$ cat config.mk
export PLATFORM = sky130hd
export DESIGN_NAME = issue_serializer
export DESIGN_NICKNAME = d
export VERILOG_FILES = /design/src/rtl/issue_serializer.sv
export SDC_FILE = /design/constraint.sdc
export NUM_CORES = 1
export LEC_CHECK = 0
export CAP_MARGIN = 25
export CORE_MARGIN = 10
export CORE_UTILIZATION = 34
export CTS_BUF_LIST = sky130_fd_sc_hd__clkbuf_8
export CTS_CLUSTER_SIZE = 10
export DETAILED_ROUTE_END_ITERATION = 8
export PLACE_DENSITY = 0.86
export SETUP_SLACK_MARGIN = 0.05
export SLEW_MARGIN = 20
export SYNTH_ARGS = -nofsm -noshare
export SYNTH_HDL_FRONTEND = slang
export SYNTH_SLANG_ARGS = --single-unit
$ cat constraint.sdc
create_clock -name clk -period 3.5 [get_ports clk]
set_clock_uncertainty 0.1 [all_clocks]
set_input_delay 0.525 -clock clk [delete_from_list [all_inputs] [get_ports clk]]
set_output_delay 0.525 -clock clk [all_outputs]
set_load 0.01 [all_outputs]
$ cat src/rtl/issue_serializer.sv
//============================================================================
// issue_serializer: issues a two-wide decode bundle to the regfile one slot
// per cycle, in program order. Define ISSUE_SER_OUT_REG_EN to register out_*.
// Revision: 1.0
//============================================================================
`default_nettype none

`ifndef ROBENTRY
`define ROBENTRY 3:0
`endif
`ifndef NULL
`define NULL 6'b100000
`endif
`ifndef ENTRY_NULL
`define ENTRY_NULL 4'b0000
`endif

module issue_serializer (
  input  logic             clk,
  input  logic             rst,
  input  logic             rdy,
  input  logic             rollback,
  input  logic             disp_stall,
  input  logic             in_valid,
  output logic             in_ready,
  input  logic [1:0]       in_mask,
  input  logic [5:0]       in_rd0,
  input  logic [5:0]       in_rs1_0,
  input  logic [5:0]       in_rs2_0,
  input  logic [5:0]       in_rd1,
  input  logic [5:0]       in_rs1_1,
  input  logic [5:0]       in_rs2_1,
  input  logic [`ROBENTRY] in_rob0,
  input  logic [`ROBENTRY] in_rob1,
  output logic [5:0]       rf_rd,
  output logic [5:0]       rf_rs1,
  output logic [5:0]       rf_rs2,
  output logic [`ROBENTRY] rf_rob_new_entry,
  output logic             rf_issue_sgn,
  input  logic [`ROBENTRY] rf_Qj,
  input  logic [`ROBENTRY] rf_Qk,
  input  logic [31:0]      rf_Vj,
  input  logic [31:0]      rf_Vk,
  output logic             out_valid,
  output logic             out_slot,
  output logic [`ROBENTRY] out_rob,
  output logic [`ROBENTRY] out_Qj,
  output logic [`ROBENTRY] out_Qk,
  output logic [31:0]      out_Vj,
  output logic [31:0]      out_Vk
);

  typedef enum logic [1:0] {
    IDLE   = 2'd0,
    ISSUE0 = 2'd1,
    ISSUE1 = 2'd2
  } state_t;

  state_t state, state_next, accept_state;

  logic [1:0]       mask_q;
  logic [5:0]       rd_q  [0:1];
  logic [5:0]       rs1_q [0:1];
  logic [5:0]       rs2_q [0:1];
  logic [`ROBENTRY] rob_q [0:1];

  logic issuing;
  logic cur;
  logic fire;
  logic accept;

  assign issuing = (state == ISSUE0) || (state == ISSUE1);
  assign cur     = (state == ISSUE1);
  assign fire    = !rst && issuing && rdy && !rollback && !disp_stall;

  // A new bundle may land only when the current one finishes at this edge.
  assign in_ready = !rst && rdy && !rollback
                  && ((state == IDLE) || (state == ISSUE1) || ((state == ISSUE0) && !mask_q[1]))
                  && !(issuing && disp_stall);
  assign accept   = in_valid && in_ready;

  assign accept_state = in_mask[0] ? ISSUE0 : (in_mask[1] ? ISSUE1 : IDLE);

  always_ff @(posedge clk) begin
    if (rst) begin
      state <= IDLE;
    end else begin
      state <= state_next;
    end
  end

  always_comb begin
    state_next       = state;
    rf_rd            = `NULL;
    rf_rs1           = `NULL;
    rf_rs2           = `NULL;
    rf_rob_new_entry = `ENTRY_NULL;
    rf_issue_sgn     = fire;

    if (issuing) begin
      rf_rd            = rd_q[cur];
      rf_rs1           = rs1_q[cur];
      rf_rs2           = rs2_q[cur];
      rf_rob_new_entry = rob_q[cur];
    end

    if (rollback) begin
      state_next = IDLE;
    end else if (rdy && !(issuing && disp_stall)) begin
      case (state)
        IDLE:    if (accept) state_next = accept_state;
        ISSUE0: begin
          if (mask_q[1])   state_next = ISSUE1;
          else if (accept) state_next = accept_state;
          else             state_next = IDLE;
        end
        ISSUE1:  state_next = accept ? accept_state : IDLE;
        default: state_next = IDLE;
      endcase
    end
  end

  always_ff @(posedge clk) begin
    if (rst) begin
      mask_q <= 2'b00;
      for (int i = 0; i < 2; i++) begin
        rd_q[i]  <= `NULL;
        rs1_q[i] <= `NULL;
        rs2_q[i] <= `NULL;
        rob_q[i] <= `ENTRY_NULL;
      end
    end else if (accept) begin
      mask_q   <= in_mask;
      rd_q[0]  <= in_rd0;
      rs1_q[0] <= in_rs1_0;
      rs2_q[0] <= in_rs2_0;
      rob_q[0] <= in_rob0;
      rd_q[1]  <= in_rd1;
      rs1_q[1] <= in_rs1_1;
      rs2_q[1] <= in_rs2_1;
      rob_q[1] <= in_rob1;
    end
  end

`ifdef ISSUE_SER_OUT_REG_EN
  // fire is already low under !rdy and rollback, so the pulse self-clears.
  always_ff @(posedge clk) begin
    if (rst) begin
      out_valid <= 1'b0;
      out_slot  <= 1'b0;
      out_rob   <= `ENTRY_NULL;
      out_Qj    <= `ENTRY_NULL;
      out_Qk    <= `ENTRY_NULL;
      out_Vj    <= 32'd0;
      out_Vk    <= 32'd0;
    end else begin
      out_valid <= fire;
      if (fire) begin
        out_slot <= cur;
        out_rob  <= rob_q[cur];
        out_Qj   <= rf_Qj;
        out_Qk   <= rf_Qk;
        out_Vj   <= rf_Vj;
        out_Vk   <= rf_Vk;
      end
    end
  end
`else
  always_comb begin
    out_valid = fire;
    out_slot  = 1'b0;
    out_rob   = `ENTRY_NULL;
    out_Qj    = `ENTRY_NULL;
    out_Qk    = `ENTRY_NULL;
    out_Vj    = 32'd0;
    out_Vk    = 32'd0;
    if (fire) begin
      out_slot = cur;
      out_rob  = rob_q[cur];
      out_Qj   = rf_Qj;
      out_Qk   = rf_Qk;
      out_Vj   = rf_Vj;
      out_Vk   = rf_Vk;
    end
  end
`endif

endmodule

`default_nettype wire

---- Word level (Yosys, flattened, before mapping) ----
Memories as Yosys holds them, arrays and structs flattened.
Cells that the tools add are included.
operators by class
  equal/unequal tests ..................... 3
  muxes and demuxes ....................... 29
  bitwise gates (word level) .............. 8
  reduce and logical (&&, ||, !) cells .... 23
operators by type and width
  operator                                       count
  two-way mux 32 bit                             2
  two-way mux 6 bit                              9
  two-way mux 4 bit                              6
  logical AND 1 bit                              12
  two-way mux 2 bit                              5
  OR 1 bit                                       8
  two-way mux 1 bit                              6
  one-hot mux 2 bit (3 select lines)             1
  logical NOT 1 bit                              5
  logical OR 1 bit                               3
  == test 2 x 1 -> 1 bit, second input constant  1
  == test 2 bit, second input constant           1
  logical NOT 2 bit                              1
  inequality test 2 bit, second input constant   1
  AND reduction 2 bit                            1
  OR reduction 2 bit                             1
word-level totals
  register bits ........................... 4
  bits in writable memories ............... 44
  input bits .............................. 124
  logic and storage cells ................. 69
  memories kept ........................... 4
memories
  memory  words  width  rd ports  clocked after memory_dff  write ports  line  RTL
  rd_q    2      6      1         0                         2            62    logic [5:0] rd_q [0:1];
  rs1_q   2      6      1         0                         2            63    logic [5:0] rs1_q [0:1];
  rs2_q   2      6      1         0                         2            64    logic [5:0] rs2_q [0:1];
  rob_q   2      4      1         0                         2            65    logic [`ROBENTRY] rob_q [0:1];

---- Longest topological paths before layout ----
Gate-level depths: netlist of run 1.
  depth in word-level cells ............... 10
  gate-level depth with buffers ........... 8
  gate-level depth less buffers ........... 5

---- Worst setup path before layout of run 1 ----
Ideal clock, no wire load.
  path type ............................... flip-flop to flip-flop
  from .................................... register state[0]
  to ...................................... memory rd_q[0][0], enable pin
  library setup time ...................... 0.404 ns
  data arrival time ....................... 2.435 ns
  required time ........................... 2.996 ns
  slack ................................... 0.561 ns
  stages on the path, launching flop included .. 7
  period minus slack after synthesis ...... 2.939 ns
  cell sequence ........................... dfxtp_1 > inv_1 > ha_1 > a21boi_0 > o2111a_1 > clkbuf_2 > or2_1
RTL lines
  item                      line  RTL
  start: declaration        59    state_t state, state_next, accept_state;
  start signal: assignment  88    state <= state_next;
  end: declaration          62

---- Worst setup path in the final report of run 1 ----
  from .................................... input rst
  to ...................................... output out_Vk[17]
on the way
  longest elaborated chain between the ends .. 6
ends and longest elaborated chain
  item                            line  RTL
  start: declaration              20    input logic rst,
  logical NOT 1 bit               74    assign fire = !rst && issuing && rdy && !rollback && !disp_stall;
  logical AND 1 bit (4 in a row)  74
  two-way mux 32 bit              177   if (fire) begin
  end: declaration                50    output logic [31:0] out_Vk
No other way between the ends.

==> flow_summary.ini, run 1 <==
[sta]
worstMarginPinSlew_ns = 0.659
max_slew_margin_pct = 56.1
rsz0062_at_grt = no
post-route-period-util_pct = 89.5
max_freq_mhz = 319
fin_crit_ns = 3.13
final_max_slew_viol_count = 0
setup_violations = 0
final-hold-violation-count = 0
finalSetupTns_ns = 0

[die]
initial_core_util_pct = 34.9
die_x_um = 112
rows = 33
die_area_um2 = 12500
io_pins = 226
dieHeight_um = 112
coreArea_um2 = 8220

[routing]
route.final.wire_length_um = 11700
drt_iter0_drc = 91
wl_per_cell_um = 19.9
drtAntennaViolNets = 0
via_per_inst = 4.42
firstDrtPassIters = 4
drc_errors = 0
via_count = 2603

[power]
p_leak_nw = 1.91
powerDensity_nw_per_um2 = 221
pwr-share-clk_pct = 27.0
pwr-share-comb_pct = 17.9
ir_worst_vdd_v = 0.000193
p_int_mw = 0.933
power.net_switching_mw = 0.239
report.power.total_mw = 1.17
sw_frac_of_total_pct = 20.4
sequentialPowerShare_pct = 55.1

[synth]
synth.largest_area_cell = edfxtp_1
yosysWarnings = 0
ys_types = 24
ys_seq_area_share_pct = 48.2
synth-seq-cells = 47
syn_inst = 260
avgSynthCellArea_um2 = 11.0
synth_top_area_share_pct = 46.1
synthTopCellsByArea = edfxtp_1, and2_1, mux2i_1
netlist_area_um2 = 2860
syn_nets = 388

[place]
port_buffers = 225
place_congestion = 0.983
dpl.hpwl_um = 10000

[clock_tree]
cts_buffers = 5
cts.clk_slew.worst_paths_ns = 0.07
clk_path_buf_depth = 2
clock_latency_ns = 0.28
cts.sinks = 47
cts_tree = done
post-cts-setup-buffers = 0
hold_buffers = 0
cts-htree-levels = 2
ctsResizeCount = 0
root_buffer = clkbuf_8

[run]
maxCapViolations = 0

[cells_and_area]
layout_common_cells = clkdlybuf4s50_1, and2_1, edfxtp_1
seq_area_um2 = 1380
drive_gt1_share_pct = 7.08
multi_input_area_um2 = 1340
fillers = 685
final_nets = 607
layout_commonest_cell = clkdlybuf4s50_1
syn2layout_area_growth_pct = 85.3

[worst_setup_path]
critPathArrivalTime_ns = 2.51
path_max_fanout = 75
cp.required_ns = 2.87
critical_path_class = in -> out
endpoint_kind = primary output
crit_path_start_kind = primary input

[grt]
grt_start_max_net_pins = 76
grt_overflow = 0
grtUsageTotal_pct = 17.7
antenna_found_initial = 4
grt_pass1_wl_um = 17200
grt_pass1_vias = 2724

[run_status]
outcome = complete, no violations

[hold_path]
hp-class = reg -> reg
==> state kept, by name, summed over array words and instances, names as in the netlist <==
signal,count
rob_q,8
rd_q,12
state,2
mask_q,1
rs2_q,12
rs1_q,12
==> worst paths after layout <==
kind                            slack, ns                         to                   start  depth (start not counted)
worst min register to register       0.42     mask_q[1]$_SDFFE_PP0N_  mask_q[1]$_SDFFE_PP0N_                          2
worst max-delay path                 0.37                 out_Vk[17]                     rst                          7
worst max register to register       1.00  rob_q[0][3]$_SDFFCE_PN0P_   state[0]$_SDFFE_PP0P_                          6
worst min-delay path                 0.42     mask_q[1]$_SDFFE_PP0N_  mask_q[1]$_SDFFE_PP0N_                          2
==> power groups by stage <==
stage          Clock (mW)  Sequential (mW)  Combinational (mW)
2_1_floorplan           0            0.657              0.0531
3_3_place_gp            0            0.658               0.205
3_5_place_dp            0            0.659               0.209
4_1_cts             0.331            0.646               0.209
5_1_grt             0.353            0.648               0.226
6_report            0.316            0.645               0.210
==> logic make-up (layout without fill, tap and decap cells) <==
family | after synthesis | count (layout) | synth area share (%)
AO/OA/AOI/OAI | 8 | 8 | 2.36
adder cells (fa/ha/maj) | 4 | 4 | 1.75
buffers and inverters | 24 | 244 | 4.85
flip-flops | 47 | 47 | 48.2
multiplexers | 23 | 23 | 8.04
other | 0 | 4 | 0
AND/OR/NAND/NOR | 154 | 154 | 34.8
==> cell usage after synthesis (all sizes together) <==
| cell type | count |
|---|---|
| edfxtp | 44 |
| clkbuf | 10 |
| and2 | 113 |
| ha | 4 |
| o311ai | 1 |
| a21boi | 2 |
| a21oi | 1 |
| nor2 | 5 |
| o2111a | 1 |
| or2 | 2 |
| dfxtp | 3 |
| buf | 9 |
| nand2 | 4 |
| nand4b | 2 |
| nor2b | 20 |
| mux2i | 23 |
| inv | 5 |
| nand2b | 8 |
| a32o | 2 |
| o21a | 1 |
==> stage by stage <==
| step | setup WS, ns | hold WS (ns) | util (%) | cell area (um^2) | cells |
|---|---|---|---|---|---|
| 4_1_cts | 0.350 | 0.424 | 64.2 | 5280 | 584 |
| 2_1_floorplan | 0.561 | 0.362 | - | 2860 | 260 |
| 3_3_place_gp | 0.411 | 0.411 | 63.2 | 5190 | 576 |
| 5_1_grt | 0.223 | 0.438 | 64.6 | 5310 | 589 |
| 3_5_place_dp | 0.363 | 0.404 | 63.2 | 5190 | 576 |
| 6_report | 0.369 | 0.422 | 64.6 | 5310 | 589 |
==> worst max-delay path: stages <==
cell             delay, ns
clkdlybuf4s50_1       0.43
nor2_1                0.22
nand4b_1              0.18
inv_1                 0.13
buf_12                0.23
and2_1                0.17
clkdlybuf4s50_1       0.59
==> cell type report <==
type,instances,area share [%]
Timing Repair Buffer,231,44.0
Clock buffer,5,1.30
Clock inverter,3,0.330
Antenna cell,4,0.189
Multi-Input combinational cell,189,25.3
Tap cell,105,2.48
Inverter,5,0.354
Sequential cell,47,26.0
==> metal layers <==
metal | global-route usage, % | up-vias | share of wire [%]
met4 | 5.23 | 0 | 1.0
met1 | 16.7 | 1184 | 35
li1 | - | 1287 | -
met2 | 33.3 | 125 | 55
met5 | 0 | - | 0
met3 | 7.89 | 7 | 9.1
Power figures use the tool's default switching activity.
==> run 2, diff against run 1 <==
--- a/config.mk
+++ b/config.mk
@@ -5,13 +5,14 @@
 export SDC_FILE = /design/constraint.sdc
 export NUM_CORES = 1
 export LEC_CHECK = 0
+export ABC_AREA = 1
 export CAP_MARGIN = 25
 export CORE_MARGIN = 10
-export CORE_UTILIZATION = 34
+export CORE_UTILIZATION = 36
 export CTS_BUF_LIST = sky130_fd_sc_hd__clkbuf_8
 export CTS_CLUSTER_SIZE = 10
 export DETAILED_ROUTE_END_ITERATION = 8
-export PLACE_DENSITY = 0.86
+export PLACE_DENSITY = 0.88
 export SETUP_SLACK_MARGIN = 0.05
 export SLEW_MARGIN = 20
 export SYNTH_ARGS = -nofsm -noshare
==> run 2 against run 1 <==
Net effect: non-clock buffer count rose by 1; routed wire length down 2.6%; combinational power about the same; via count grew 20%; global-route usage about the same; die area rose by 1.2%; largest power group unchanged; register-to-register slack improved by 0.12 ns; hold slack worse by 0.0056 ns.
==> flow_summary.ini, run 2 <==
[synth]
synthTopCellsByArea = edfxtp_1, nor2_1, inv_1
synth_top_area_share_pct = 43.0
ys_types = 26
avgSynthCellArea_um2 = 7.57
ys_top_cells_by_count = nor2_1, inv_1, edfxtp_1
yosysWarnings = 0
synth_compound_area_share_pct = 3.66
synth_top_family_by_area = simple AND/OR/NAND/NOR gates
synth.most_common_cell = nor2_1
async_reset_ff_share_pct = 0
synth_ff_type = edfxtp_1
netlist_area_um2 = 3080
syn_nets = 534
synth_fa_ha_area_share_pct = 1.63
ys_seq_area_share_pct = 44.9
synthMuxAreaShare_pct = 1.30
synth.largest_area_cell = edfxtp_1
synth_xor_area_share_pct = 0
yosys.area_share.simple_pct = 29.0
syn_inst = 406
synth_edf_count = 44
synth-seq-cells = 47

[hold_path]
hp-start = state[1]$_SDFFE_PP0P_
whs_endpoint = state[1]$_SDFFE_PP0P_
hp-class = reg -> reg
holdPathStages = 2

[grt]
antenna_found_initial = 0
grt_pass1_vias = 3239
grt_pass1_wl_um = 18200
grtUsageTotal_pct = 17.7
grt_start_max_net_pins = 51
grt_overflow = 0

[cells_and_area]
final_nets = 753
reg_top3 = rd_q (12), rs1_q (12), rs2_q (12)
final_core_util_pct = 66.3
layout_common_cells = clkdlybuf4s50_1, nor2_1, inv_1
n_antenna_cell = 0
multi_input_area_um2 = 1100
fillers = 647
syn2layout_area_growth_pct = 78.2
seq_area_um2 = 1380
layout_commonest_cell = clkdlybuf4s50_1
drive_gt1_share_pct = 9.12

[routing]
via_per_inst = 4.27
route.final.wire_length_um = 11400
drc_errors = 0
via_count = 3118
firstDrtPassIters = 6
drt_iter0_drc = 281
wl_per_cell_um = 15.7
drtAntennaViolNets = 0

[worst_setup_path]
path_max_fanout = 50
endpoint_kind = primary output
cp.required_ns = 2.87
reg2regPathDepth = 10
critPathMostFrequentCell = clkdlybuf4s50_1
path_delay_family = buffers and inverters
crit_path_start_kind = primary input
critical_path_class = in -> out
reg2reg_from = state[0]$_SDFFE_PP0P_
cpPeakStageDelay_ns = 0.57
critPathArrivalTime_ns = 2.65
r2r_end = rs1_q[0][2]$_SDFFCE_PN0P_
cp_cell_sequence = clkdlybuf4s50_1 -> nor2_2 -> nand2_2 -> nor3_4 -> clkinv_2 -> buf_4 -> nor2_1 -> clkdlybuf4s50_1
worst-path-buf-inv = 4
rrSetupSlack_ns = 1.12
slowest_stage = clkdlybuf4s50_1

[sta]
hold_slack_ns = 0.416
fin_crit_ns = 3.28
worstMarginPinSlew_ns = 0.651
post-route-period-util_pct = 93.6
final-hold-violation-count = 0
final_max_slew_viol_count = 0
max_freq_mhz = 305
setup_violations = 0
fin_ws_ns = 0.224
rsz0062_at_grt = no
max_slew_margin_pct = 56.6
finalSetupTns_ns = 0

[clock_tree]
clock_latency_ns = 0.28
root_buffer = clkbuf_8
cts.clk_slew.worst_paths_ns = 0.07
hold_buffers = 0
post-cts-setup-buffers = 0
ctsResizeCount = 0
clk_path_buf_depth = 2
cts_tree = done
cts_buffers = 5
cts-htree-levels = 2
cts.sinks = 47

[place]
place_congestion = 0.845
dpl.hpwl_um = 9710
pre_cts_ws_ns = 0.228
port_buffers = 225

[power]
ir_worst_vdd_v = 0.000191
p_leak_nw = 2.50
powerDensity_nw_per_um2 = 226

[die]
io_pins = 226
die_area_um2 = 12600
dieHeight_um = 112
rows = 33
coreArea_um2 = 8260
die_x_um = 112
initial_core_util_pct = 37.2

[run]
maxCapViolations = 0

[run_status]
outcome = complete, no violations
-- run 2: how the worst max path moves through the flow --
stage / start / endpoint / cells past startpoint
5_1_grt: rst / out_Vk[25] / 8
4_1_cts: state[0]$_SDFFE_PP0P_ / out_Vj[2] / 8
3_5_place_dp: rst / out_Vj[2] / 8
3_3_place_gp: rst / out_Vk[29] / 8
2_1_floorplan: state[0]$_SDFFE_PP0P_ / rd_q[0][0]$_SDFFCE_PN0P_ / 10
6_report: rst / out_Vj[2] / 8
-- run 2: cell families (layout without fill, tap and decap cells) --
| kind of cell | count (synthesis) | in the layout |
|---|---|---|
| compound gates | 21 | 21 |
| fa+ha+maj | 4 | 4 |
| buf+inv | 142 | 361 |
| flops | 47 | 47 |
| mux | 4 | 4 |
| simple gates | 188 | 188 |
-- run 2: worst register-to-register path, cell delays in order (launching register included) --
cell and delay (ns):
dfxtp_1 0.38, inv_1 0.09, ha_1 0.31, buf_4 0.21, nand2_2 0.09, inv_2 0.05, nor2_4 0.10, nand3_2 0.07
inv_1 0.07, or2_2 0.10, buf_4 0.45
-- run 2: through the flow --
stage | area [um^2] | power [mW] | cells
after floorplan | 3080 | 0.714 | 406
after global placement | 5370 | 0.863 | 723
after detailed placement | 5370 | 0.869 | 723
after CTS | 5480 | 1.25 | 730
after global routing | 5480 | 1.29 | 730
final | 5480 | 1.24 | 730
-- run 2: layout make-up --
class | count | area share, %
multi-input combinational | 217 | 20.0
sequential | 47 | 25.2
clock buffer | 5 | 1.26
tap | 105 | 2.40
clock inverter | 2 | 0.685
inverter | 122 | 8.38
timing repair buffer | 232 | 42.1
-- run 2: report_power, final --
| group | total, mW | internal (mW) | switching, mW |
|---|---|---|---|
| Sequential | 0.645 | 0.638 | 0.00613 |
| Combinational | 0.211 | 0.139 | 0.0722 |
| Clock | 0.381 | 0.209 | 0.172 |
-- run 2: routing by layer --
metal	share of wire [%]	vias up	track usage, %
met5	0	-	0
met3	7.5	5	5.27
met1	39	1407	20.1
li1	-	1592	-
met2	54	114	32.8
met4	0.23	0	1.52
==> run 3, diff against run 2 <==
--- a/config.mk
+++ b/config.mk
@@ -12,6 +12,7 @@
 export CTS_BUF_LIST = sky130_fd_sc_hd__clkbuf_8
 export CTS_CLUSTER_SIZE = 10
 export DETAILED_ROUTE_END_ITERATION = 8
+export GPL_TIMING_DRIVEN = 0
 export PLACE_DENSITY = 0.88
 export SETUP_SLACK_MARGIN = 0.05
 export SLEW_MARGIN = 20
==> run 3 against run 2 <==
Net effect: die area stayed put; core utilization is 1.0 points higher; non-clock buffer count is 14 higher; global-route usage is 0.45 points higher; final area is 1.6% higher; sequential power hardly changed; critical endpoint is now rf_rd[3]; critical path depth stayed put; maximum frequency is 4.5% higher; hold slack worse by 0.012 ns; routed wire length is 4.0% higher; register-to-register slack worse by 0.07 ns; flip-flop and latch count stayed put.
==> flow_summary.ini, run 3 (synthesized netlist as in run 2, its figures left out) <==
[power]
report.power.total_mw = 1.18
ir_worst_vdd_v = 0.000192
p_leak_nw = 2.55
powerDensity_nw_per_um2 = 212

[cells_and_area]
reg_top3 = rd_q (12), rs1_q (12), rs2_q (12)
layout_commonest_cell = clkdlybuf4s50_1
syn2layout_area_growth_pct = 80.9
drive_gt1_share_pct = 10.0
layout_common_cells = clkdlybuf4s50_1, nor2_1, inv_1
final_nets = 767
n_antenna_cell = 0

[die]
io_pins = 226
rows = 33
die_x_um = 112
coreArea_um2 = 8260
initial_core_util_pct = 37.2
die_area_um2 = 12600
dieHeight_um = 112

[clock_tree]
clk_path_buf_depth = 2
cts.sinks = 47
cts_buffers = 5
cts_tree = done
post-cts-setup-buffers = 0
ctsResizeCount = 0
root_buffer = clkbuf_8
hold_buffers = 0
cts.clk_slew.worst_paths_ns = 0.08
cts-htree-levels = 2
clock_latency_ns = 0.29

[sta]
final-hold-violation-count = 0
rsz0062_at_grt = no
final_max_slew_viol_count = 0
max_slew_margin_pct = 66.7
max_freq_mhz = 319
setup_violations = 0
finalSetupTns_ns = 0
post-route-period-util_pct = 89.6
worstMarginPinSlew_ns = 0.499
hold_slack_ns = 0.404
fin_crit_ns = 3.14

[routing]
drt_iter0_drc = 196
drtAntennaViolNets = 0
route.final.wire_length_um = 11900
via_per_inst = 4.26
wl_per_cell_um = 16.0
via_count = 3170
drc_errors = 0
firstDrtPassIters = 4

[worst_setup_path]
cp.required_ns = 2.87
endpoint_kind = primary output
critPathArrivalTime_ns = 2.51
critical_path_class = reg -> out
crit_path_start_kind = flip-flop
path_max_fanout = 10

[run_status]
outcome = complete, no violations

[place]
place_congestion = 0.849
port_buffers = 225
dpl.hpwl_um = 10400

[grt]
grt_overflow = 0
grtUsageTotal_pct = 18.1
antenna_found_initial = 0
grt_start_max_net_pins = 36
grt_pass1_vias = 3357
grt_pass1_wl_um = 18500

[run]
maxCapViolations = 0

[hold_path]
hp-class = reg -> reg
run 3: layer usage:
layer | up-vias | share of wire [%] | track usage (%)
met5 | - | 0 | 0
met2 | 121 | 54 | 33.8
li1 | 1621 | - | -
met1 | 1418 | 38 | 19.9
met4 | 0 | 0.98 | 2.71
met3 | 10 | 6.7 | 5.59
run 3: final cells by class:
type / count / area [um^2]
multi-input cells: 217 / 1100
fillers: 671 / 2690
inverters: 122 / 458
repair buffers: 226 / 2270
clock inverters: 3 / 16.3
flip-flops and latches: 47 / 1380
well taps: 105 / 131
plain buffers: 20 / 140
clock buffers: 5 / 68.8
run 3: final timing paths:
path	start	slack [ns]	end	cells after the start
hold reg to reg	mask_q[1]$_SDFFE_PP0N_	0.40	mask_q[1]$_SDFFE_PP0N_	2
hold / removal	mask_q[1]$_SDFFE_PP0N_	0.40	mask_q[1]$_SDFFE_PP0N_	2
setup / recovery	state[0]$_SDFFE_PP0P_	0.36	rf_rd[3]	8
setup reg to reg	state[0]$_SDFFE_PP0P_	1.05	rob_q[1][1]$_SDFFCE_PN0P_	11
run 3: report_power, final:
| group | internal, mW | switching [mW] |
|---|---|---|
| clock network | 0.137 | 0.180 |
| logic | 0.142 | 0.0732 |
| registers | 0.638 | 0.00632 |
run 3: per-stage QoR:
stage / instance area, um^2 / utilization [%] / setup slack (ns) / cells
final: 5560 / 67.4 / 0.365 / 745
after global routing: 5560 / 67.4 / 0.0929 / 745
after CTS: 5560 / 67.4 / 0.287 / 745
after detailed placement: 5480 / 66.3 / 0.344 / 737
after global placement: 5460 / 66.1 / -0.00727 / 736
after floorplan: 3080 / - / 0.649 / 406
run 3: critical path, stage by stage (launching register included):
cell,delay [ns]
dfxtp_1,0.39
inv_1,0.08
ha_1,0.19
buf_4,0.16
clkinv_1,0.17
clkbuf_1,0.43
nor2_1,0.08
nor2_1,0.14
clkdlybuf4s50_1,0.56
